===== config.mk =====
export PLATFORM = sky130hd
export DESIGN_NAME = uart_tx_ctrl
export DESIGN_NICKNAME = d
export VERILOG_FILES = /design/src/rtl/uart_pkg.sv /design/src/rtl/transmitter_parityGen.sv /design/src/rtl/uart_baud_counter.sv /design/src/rtl/uart_tx_ctrl.sv
export SDC_FILE = /design/constraint.sdc
export NUM_CORES = 1
export LEC_CHECK = 0
export ABC_AREA = 1
export ABC_CLOCK_PERIOD_IN_PS = 2100
export BUFFER_PORTS_ARGS = -buffer_cell sky130_fd_sc_hd__clkbuf_2
export CAP_MARGIN = 30
export CELL_PAD_IN_SITES_DETAIL_PLACEMENT = 0
export CELL_PAD_IN_SITES_GLOBAL_PLACEMENT = 1
export CORE_ASPECT_RATIO = 0.8
export CORE_UTILIZATION = 43
export CTS_CLUSTER_SIZE = 30
export DETAILED_ROUTE_END_ITERATION = 10
export PLACE_DENSITY = 0.76
export SYNTH_ARGS = -nofsm -noshare
export SYNTH_HDL_FRONTEND = slang
export SYNTH_HIERARCHICAL = 1
export SYNTH_SLANG_ARGS = --single-unit

===== constraint.sdc =====
create_clock -name clk -period 2.1 [get_ports clk]
set_clock_uncertainty 0.1 [all_clocks]
set_input_delay 0.42 -clock clk [delete_from_list [all_inputs] [get_ports clk]]
set_output_delay 0.42 -clock clk [all_outputs]
set_load 0.05 [all_outputs]

===== src/rtl/uart_pkg.sv =====
// Shared UART definitions: transmitter state encoding and frame geometry.
package uart_pkg;

    localparam int DATA_BITS = 8;
    localparam int BIT_CNT_W = $clog2(DATA_BITS);

    typedef enum logic [2:0] {
        IDLE,
        START,
        DATA,
        PARITY,
        STOP
    } tx_state_t;

endpackage


===== src/rtl/transmitter_parityGen.sv =====
// Even-parity generator: the parity bit makes the total count of ones in
// data plus parity even. Forced low when parity is disabled.
module transmitter_parityGen (
    input  logic [7:0] data,
    input  logic       parity_en,
    output logic       parity_bit
);

    assign parity_bit = parity_en & (^data);

endmodule


===== src/rtl/uart_baud_counter.sv =====
// Bit-period timer: counts clock cycles and pulses tick on the last cycle of
// each serial bit. Held at zero while clear is high so every bit period starts
// from a known phase.
module uart_baud_counter #(
    parameter int CLKS_PER_BIT = 16
) (
    input  logic clk,
    input  logic n_rst,
    input  logic clear,
    output logic tick
);

    localparam int CNT_W = (CLKS_PER_BIT > 2) ? $clog2(CLKS_PER_BIT) : 1;
    localparam logic [CNT_W-1:0] TERM_CNT = CNT_W'(CLKS_PER_BIT - 1);

    logic [CNT_W-1:0] cnt;

    assign tick = (cnt == TERM_CNT) && !clear;

    // Count up to the terminal value, then wrap on the same edge the bit advances.
    always_ff @(posedge clk or negedge n_rst) begin
        if (!n_rst) begin
            cnt <= '0;
        end else if (clear || tick) begin
            cnt <= '0;
        end else begin
            cnt <= cnt + CNT_W'(1);
        end
    end

endmodule


===== src/rtl/uart_tx_ctrl.sv =====
// UART transmit controller: accepts one byte via valid/ready, then emits
// start bit, 8 data bits LSB first, optional even parity bit and one stop bit.
// tx_o and tx_done_o are registered so the serial line never glitches.
module uart_tx_ctrl
    import uart_pkg::*;
#(
    parameter int CLKS_PER_BIT = 16
) (
    input  logic       clk,
    input  logic       n_rst,
    input  logic [7:0] tx_data_i,
    input  logic       tx_valid_i,
    output logic       tx_ready_o,
    input  logic       parity_en_i,
    output logic       tx_o,
    output logic       tx_busy_o,
    output logic       tx_done_o
);

    tx_state_t              state;
    logic [DATA_BITS-1:0]   shift_reg;
    logic [DATA_BITS-1:0]   data_lat;
    logic                   par_en;
    logic [BIT_CNT_W-1:0]   bit_cnt;
    logic                   baud_clear;
    logic                   baud_tick;
    logic                   parity_bit;
    logic                   tx_q;
    logic                   done_q;

    assign tx_ready_o = (state == IDLE);
    assign tx_busy_o  = (state != IDLE);
    assign tx_o       = tx_q;
    assign tx_done_o  = done_q;

    // Baud timer is parked while idle, so it starts at zero on the cycle after acceptance.
    assign baud_clear = (state == IDLE);

    uart_baud_counter #(
        .CLKS_PER_BIT(CLKS_PER_BIT)
    ) u_baud (
        .clk  (clk),
        .n_rst(n_rst),
        .clear(baud_clear),
        .tick (baud_tick)
    );

    // Parity works from the untouched latched byte, since shift_reg is consumed as bits go out.
    transmitter_parityGen u_parity (
        .data      (data_lat),
        .parity_en (par_en),
        .parity_bit(parity_bit)
    );

    // Frame sequencer; tx_q is loaded with the level of the bit about to start.
    always_ff @(posedge clk or negedge n_rst) begin
        if (!n_rst) begin
            state     <= IDLE;
            shift_reg <= '0;
            data_lat  <= '0;
            par_en    <= 1'b0;
            bit_cnt   <= '0;
            tx_q      <= 1'b1;
            done_q    <= 1'b0;
        end else begin
            done_q <= 1'b0;
            case (state)
                IDLE: begin
                    tx_q <= 1'b1;
                    if (tx_valid_i) begin
                        shift_reg <= tx_data_i;
                        data_lat  <= tx_data_i;
                        par_en    <= parity_en_i;
                        bit_cnt   <= '0;
                        tx_q      <= 1'b0;
                        state     <= START;
                    end
                end
                START: begin
                    if (baud_tick) begin
                        tx_q  <= shift_reg[0];
                        state <= DATA;
                    end
                end
                DATA: begin
                    if (baud_tick) begin
                        shift_reg <= shift_reg >> 1;
                        bit_cnt   <= bit_cnt + 1'b1;
                        if (bit_cnt == BIT_CNT_W'(DATA_BITS - 1)) begin
                            if (par_en) begin
                                tx_q  <= parity_bit;
                                state <= PARITY;
                            end else begin
                                tx_q  <= 1'b1;
                                state <= STOP;
                            end
                        end else begin
                            tx_q <= shift_reg[1];
                        end
                    end
                end
                PARITY: begin
                    if (baud_tick) begin
                        tx_q  <= 1'b1;
                        state <= STOP;
                    end
                end
                STOP: begin
                    if (baud_tick) begin
                        tx_q   <= 1'b1;
                        done_q <= 1'b1;
                        state  <= IDLE;
                    end
                end
                default: begin
                    tx_q  <= 1'b1;
                    state <= IDLE;
                end
            endcase
        end
    end

endmodule


==> results_dict.tcl, run 1 <==
set metrics [dict create \
    status "complete, but fails checks" \
    violations "design-rule violations" \
    nFillCells 339 \
    grt_use_total_pct 18.3 \
    yosysSeqAreaShare_pct 44.1 \
    synthCells 215 \
    drcViolationCount 1 \
    ir_drop_uv 827 \
    avgSynthCellArea_um2 7.67 \
    synth-seq-cells 29 \
    syn_to_final_growth_pct 10.0 \
    path_max_fanout 6 \
    final_antenna_net_count 0 \
    grt_pass1_wl_um 5570 \
    vias_per_cell 4.86 \
    cp_slowest_cell "dfrtp_1" \
    tightest_slew_ns 0.751 \
    wl_um 3160 \
    firstDrtPassIters 7 \
    fin_cells 275 \
    syn_nets 230 \
    clockBufferDepth 2 \
    p_per_area_mw_per_mm2 1560 \
    multiInputGateArea_um2 768 \
    seqCellArea_um2 727 \
    die-area_mm2 0.00409 \
    synth_area_mm2 0.00165 \
    maxCapViolCount 0 \
    criticalPathCategory "reg2out" \
    critPathArrivalTime_ns 1.42 \
    drive_gt1_share_pct 21.0 \
    place_inst 269 \
    clock_sinks 29 \
    drt_iter0_markers 117 \
    grt_pass1_vias 1239 \
    setup_viol 0 \
    die_x_um 71.2 \
    yosys.cell_types.count 25 \
    cts_max_level 2 \
    finalCritPeriodShare_pct 92.3 \
    tns_ns 0 \
    tritoncts "done" \
    hold_path.class "in2async" \
    cp_slowest_stage_delay_ns 0.48 \
    wl_per_cell_um 11.5 \
    cts_buffers 5 \
    grt_max_degree 30 \
    rows 19 \
    period_needed_ns 1.94 \
    path_cells "nor2_4 > nand2_4 > inv_4 > clkbuf_2" \
    cts_root_buf "clkbuf_8" \
    place.gp.congestion 0.825 \
    antennaDiodeCount 0 \
    hpwl_um 2360 \
    rsz0062_at_grt "false" \
    leakagePower_uw 0.00101 \
    nNetsFinal 249 \
    cp.required_ns 1.58 \
    end_kind "primary output" \
    synth_warnings 6 \
    grt_overflow 0 \
    clk_latency_ns 0.28 \
    fmax_mhz 516 \
    num_vias 1337 \
    core_mm2 0.00354 \
    portBuffers 15 \
    startpoint_type "flip-flop" \
    clk_pin_slew_ns 0.06 \
    slew_headroom_pct 50.0 \
    antenna_found_initial 0 \
    die_y_um 57.4 \
    hold_viol 0 \
    report.final.slew_viol_count 0 \
    start_util_pct 46.6 \
    ios 16 \
]
[synth_stat cells]
| library cell | n | area [um2] |
|---|---|---|
| nand4_1 | 2 | 12.5 |
| nand2_2 | 6 | 37.5 |
| nor2_2 | 3 | 18.8 |
| o22ai_2 | 1 | 12.5 |
| buf_6 | 1 | 11.3 |
| dfstp_2 | 1 | 26.3 |
| nor3b_1 | 1 | 7.51 |
| nor2_4 | 2 | 22.5 |
| nor2_1 | 10 | 37.5 |
| nand2_4 | 4 | 45.0 |
| dfrtp_1 | 28 | 701 |
| inv_2 | 1 | 3.75 |
| ha_1 | 3 | 37.5 |
| o21ai_0 | 12 | 60.1 |
| buf_4 | 1 | 7.51 |
| buf_12 | 1 | 20.0 |
| inv_1 | 27 | 101 |
| o21ai_1 | 1 | 5.00 |
| a211oi_1 | 1 | 7.51 |
| nor3_1 | 2 | 10.0 |
| o21ai_2 | 6 | 52.6 |
| inv_4 | 2 | 12.5 |
| nand2_1 | 88 | 330 |
| nand3_1 | 10 | 50.1 |
| o21bai_4 | 1 | 18.8 |
[worst paths after layout]
check                             from           to  slack, ns  cells after the start
max                           state[1]   tx_ready_o       0.16                      4
min                              n_rst  data_lat[5]        0.1                      1
max reg2reg                   state[2]   bit_cnt[0]       0.22                      9
min reg2reg                 bit_cnt[2]   bit_cnt[2]       0.39                      2
max in group asynchronous        n_rst    tx_done_o       1.32                      1
min in group clk           parity_en_i       par_en       0.26                      3
[timing repair]
item / 4_1_cts / 5_1_grt
setup buffers: 0 / 0
resized for setup: 0 / 1
setup endpoints to repair: 0 / 4
hold endpoints to repair: 0 / 0
hold buffers: 0 / 0
[cells by family (layout without fill, tap and decap cells)]
logic type      Yosys count  after routing  share of synthesized area, %
fa+ha+maj                 3              3                          2.28
flops                    29             29                          44.1
buf+inv                  33             51                          9.48
simple gates            128            128                          34.7
compound gates           22             22                          9.48
[through the flow]
stage	setup WS (ns)	instance area (um2)	hold WS, ns	util (%)	total power (uW)
finish	0.161	1810	0.0958	51.2	2820
floorplan	0.213	1650	0.0244	-	2180
detailed placement	0.181	1740	0.378	49.1	2420
global placement	0.300	1740	0.358	49.1	2380
global route	0.000824	1810	0.143	51.2	3110
CTS	0.157	1810	0.108	51.1	2850
[cell type report]
type                    instances  share of cell area (%)
multi-input cells             153                    42.3
flip-flops and latches         29                    40.1
inverters                      30                    6.48
repair buffers                 15                    4.14
clock buffers                   5                    3.79
well taps                      42                    2.90
clock inverters                 1                   0.276
[where the power goes]
part	internal (uW)	switching (uW)
Combinational	469	955
Clock	217	192
Sequential	795	195
[cells in the final DEF, fill, tap and decap left out, drive strengths merged, types with 2 or more instances in the layout]
| cell | count |
|---|---|
| dfrtp | 28 |
| nand4 | 2 |
| nand2 | 98 |
| clkbuf | 20 |
| nand3 | 10 |
| inv | 30 |
| o21ai | 19 |
| nor2 | 15 |
| nor3 | 2 |
| ha | 3 |
[routing by layer]
metal  vias up  routed length (um)  GRT usage [%]
li1        701                   -              -
met3         8                 112           4.77
met4         0                  69           9.43
met5         -                   0              0
met1       609                1690           26.3
met2        19                1280           25.2
[critical path, delay by kind of cell, from the launching register on]
kind | cells | cell delay, ns
DFF | 1 | 0.48
buffers and inverters | 2 | 0.38
and+or+nand+nor | 2 | 0.29
Power figures use the tool's default switching activity.
==> inputs of run 2 (changes only) <==
Settings changed: CORE_MARGIN set to 3.
==> run 2 against run 1 <==
The flow now finishes without violations. Via count is the same. Core utilization grew 0.96 points. Sequential share of layout area shrank 1.0 points. Critical endpoint unchanged. Largest power group unchanged.
==> results_dict.tcl, run 2 (synthesis results as in run 1) <==
set metrics [dict create \
    rows 19 \
    start_util_pct 46.2 \
    fmax_mhz 513 \
    leakagePower_uw 0.00103 \
    r2r_start "state[2]" \
    drt_iter0_markers 90 \
    cts_max_level 2 \
    final_core_util_pct 52.2 \
    hold_path.class "in2async" \
    portBuffers 15 \
    cp_slowest_cell "dfrtp_1" \
    cts_resized 0 \
    dpl_cell_area_mm2 0.00174 \
    hpwl_um 2360 \
    worstSetupStartpoint "state[1]" \
    final_cell_mix "nand2_1 (88), dfrtp_1 (28), inv_1 (27), clkbuf_2 (15), o21ai_0 (12)" \
    end_kind "primary output" \
    period_needed_ns 1.95 \
    tightest_slew_ns 0.747 \
    setup_viol 0 \
    criticalPathCategory "reg2out" \
    wl_um 3170 \
    postCtsHoldBufs 0 \
    die_y_um 61.4 \
    ios 16 \
    maxCapViolCount 0 \
    drive_gt1_share_pct 21.7 \
    antenna_found_initial 0 \
    startpoint_type "flip-flop" \
    clock_sinks 29 \
    clk_latency_ns 0.28 \
    grt_overflow 0 \
    drcViolationCount 0 \
    clk_pin_slew_ns 0.07 \
    p_per_area_mw_per_mm2 1620 \
    ir_drop_uv 611 \
    status "finished, final reports clean" \
    tns_ns 0 \
    postCtsSetupBuffers 0 \
    grt_pass1_vias 1285 \
    core_mm2 0.00357 \
    firstDrtPassIters 4 \
    final_common_cell "nand2_1" \
    grt_use_total_pct 16.3 \
    tritoncts "done" \
    grt_pass1_wl_um 5630 \
    cp_slowest_stage_delay_ns 0.49 \
    cts_root_buf "clkbuf_8" \
    rsz0062_at_grt "false" \
    design_area_mm2 0.00186 \
    antennaDiodeCount 0 \
    wl_per_cell_um 11.4 \
    finalCritPeriodShare_pct 92.8 \
    path_max_fanout 6 \
    path_cells "nor2_4 > nand2_4 > inv_4 > clkbuf_2" \
    nNetsFinal 249 \
    report.final.slew_viol_count 0 \
    vias_per_cell 4.83 \
    cts_buffers 5 \
    clockBufferDepth 2 \
    num_vias 1337 \
    grt_max_degree 30 \
    place.gp.congestion 0.770 \
    die_x_um 75.2 \
    cp.required_ns 1.58 \
    hold_viol 0 \
    critPathArrivalTime_ns 1.43 \
    slew_headroom_pct 50.2 \
    final_antenna_net_count 0 \
    syn_to_final_growth_pct 12.8 \
    die-area_mm2 0.00462 \
    r2r_setup_slack_ns 0.18 \
]
-- run 2: cell types whose count changed in the layout (fill, tap and decap cells not counted) --
cell | previous run | this run
bufinv_16 | 0 | 1
clkbuf_8 | 5 | 6
clkinv_2 | 1 | 0
clkinvlp_4 | 0 | 1
-- run 2: worst paths after layout --
| check | cells after the start | end |
|---|---|---|
| min in group clk | 3 | par_en |
| worst min register to register | 2 | bit_cnt[1] |
| max in group asynchronous | 1 | data_lat[0] |
| worst max-delay path | 4 | tx_ready_o |
| worst min-delay path | 1 | shift_reg[0] |
| worst max register to register | 9 | state[1] |
-- run 2: per-stage QoR --
stage | total power (uW) | cells | hold WS, ns | setup WS, ns
finish | 3020 | 277 | 0.102 | 0.151
global placement | 2380 | 269 | 0.359 | 0.308
floorplan | 2180 | 215 | 0.0244 | 0.213
global route | 3310 | 277 | 0.148 | 0.0288
CTS | 3040 | 277 | 0.125 | 0.149
detailed placement | 2430 | 269 | 0.373 | 0.178
-- run 2: final cells by class --
| cell class | instances | area [um2] |
|---|---|---|
| Multi-Input combinational cell | 153 | 768 |
| Tap cell | 42 | 52.6 |
| Clock buffer | 6 | 82.6 |
| Clock inverter | 2 | 37.5 |
| Inverter | 30 | 118 |
| Timing Repair Buffer | 15 | 75.1 |
| Fill cell | 349 | 1710 |
| Sequential cell | 29 | 727 |
-- run 2: critical path, delay by kind of cell, from the launching register on --
kind                   cells  cell delay [ns]
buffers and inverters      2             0.37
AND/OR/NAND/NOR            2             0.29
flip-flops                 1             0.49
-- run 2: power by group --
part,total [uW],switching (uW),internal [uW]
Combinational,1420,954,469
Clock,605,220,385
Sequential,989,195,794
-- run 2: routing by layer --
layer / routed length [um] / global-route usage (%)
met1: 1620 / 22.2
met2: 1410 / 25.6
met3: 101 / 4.40
met4: 40 / 5.24
met5: 0 / 0
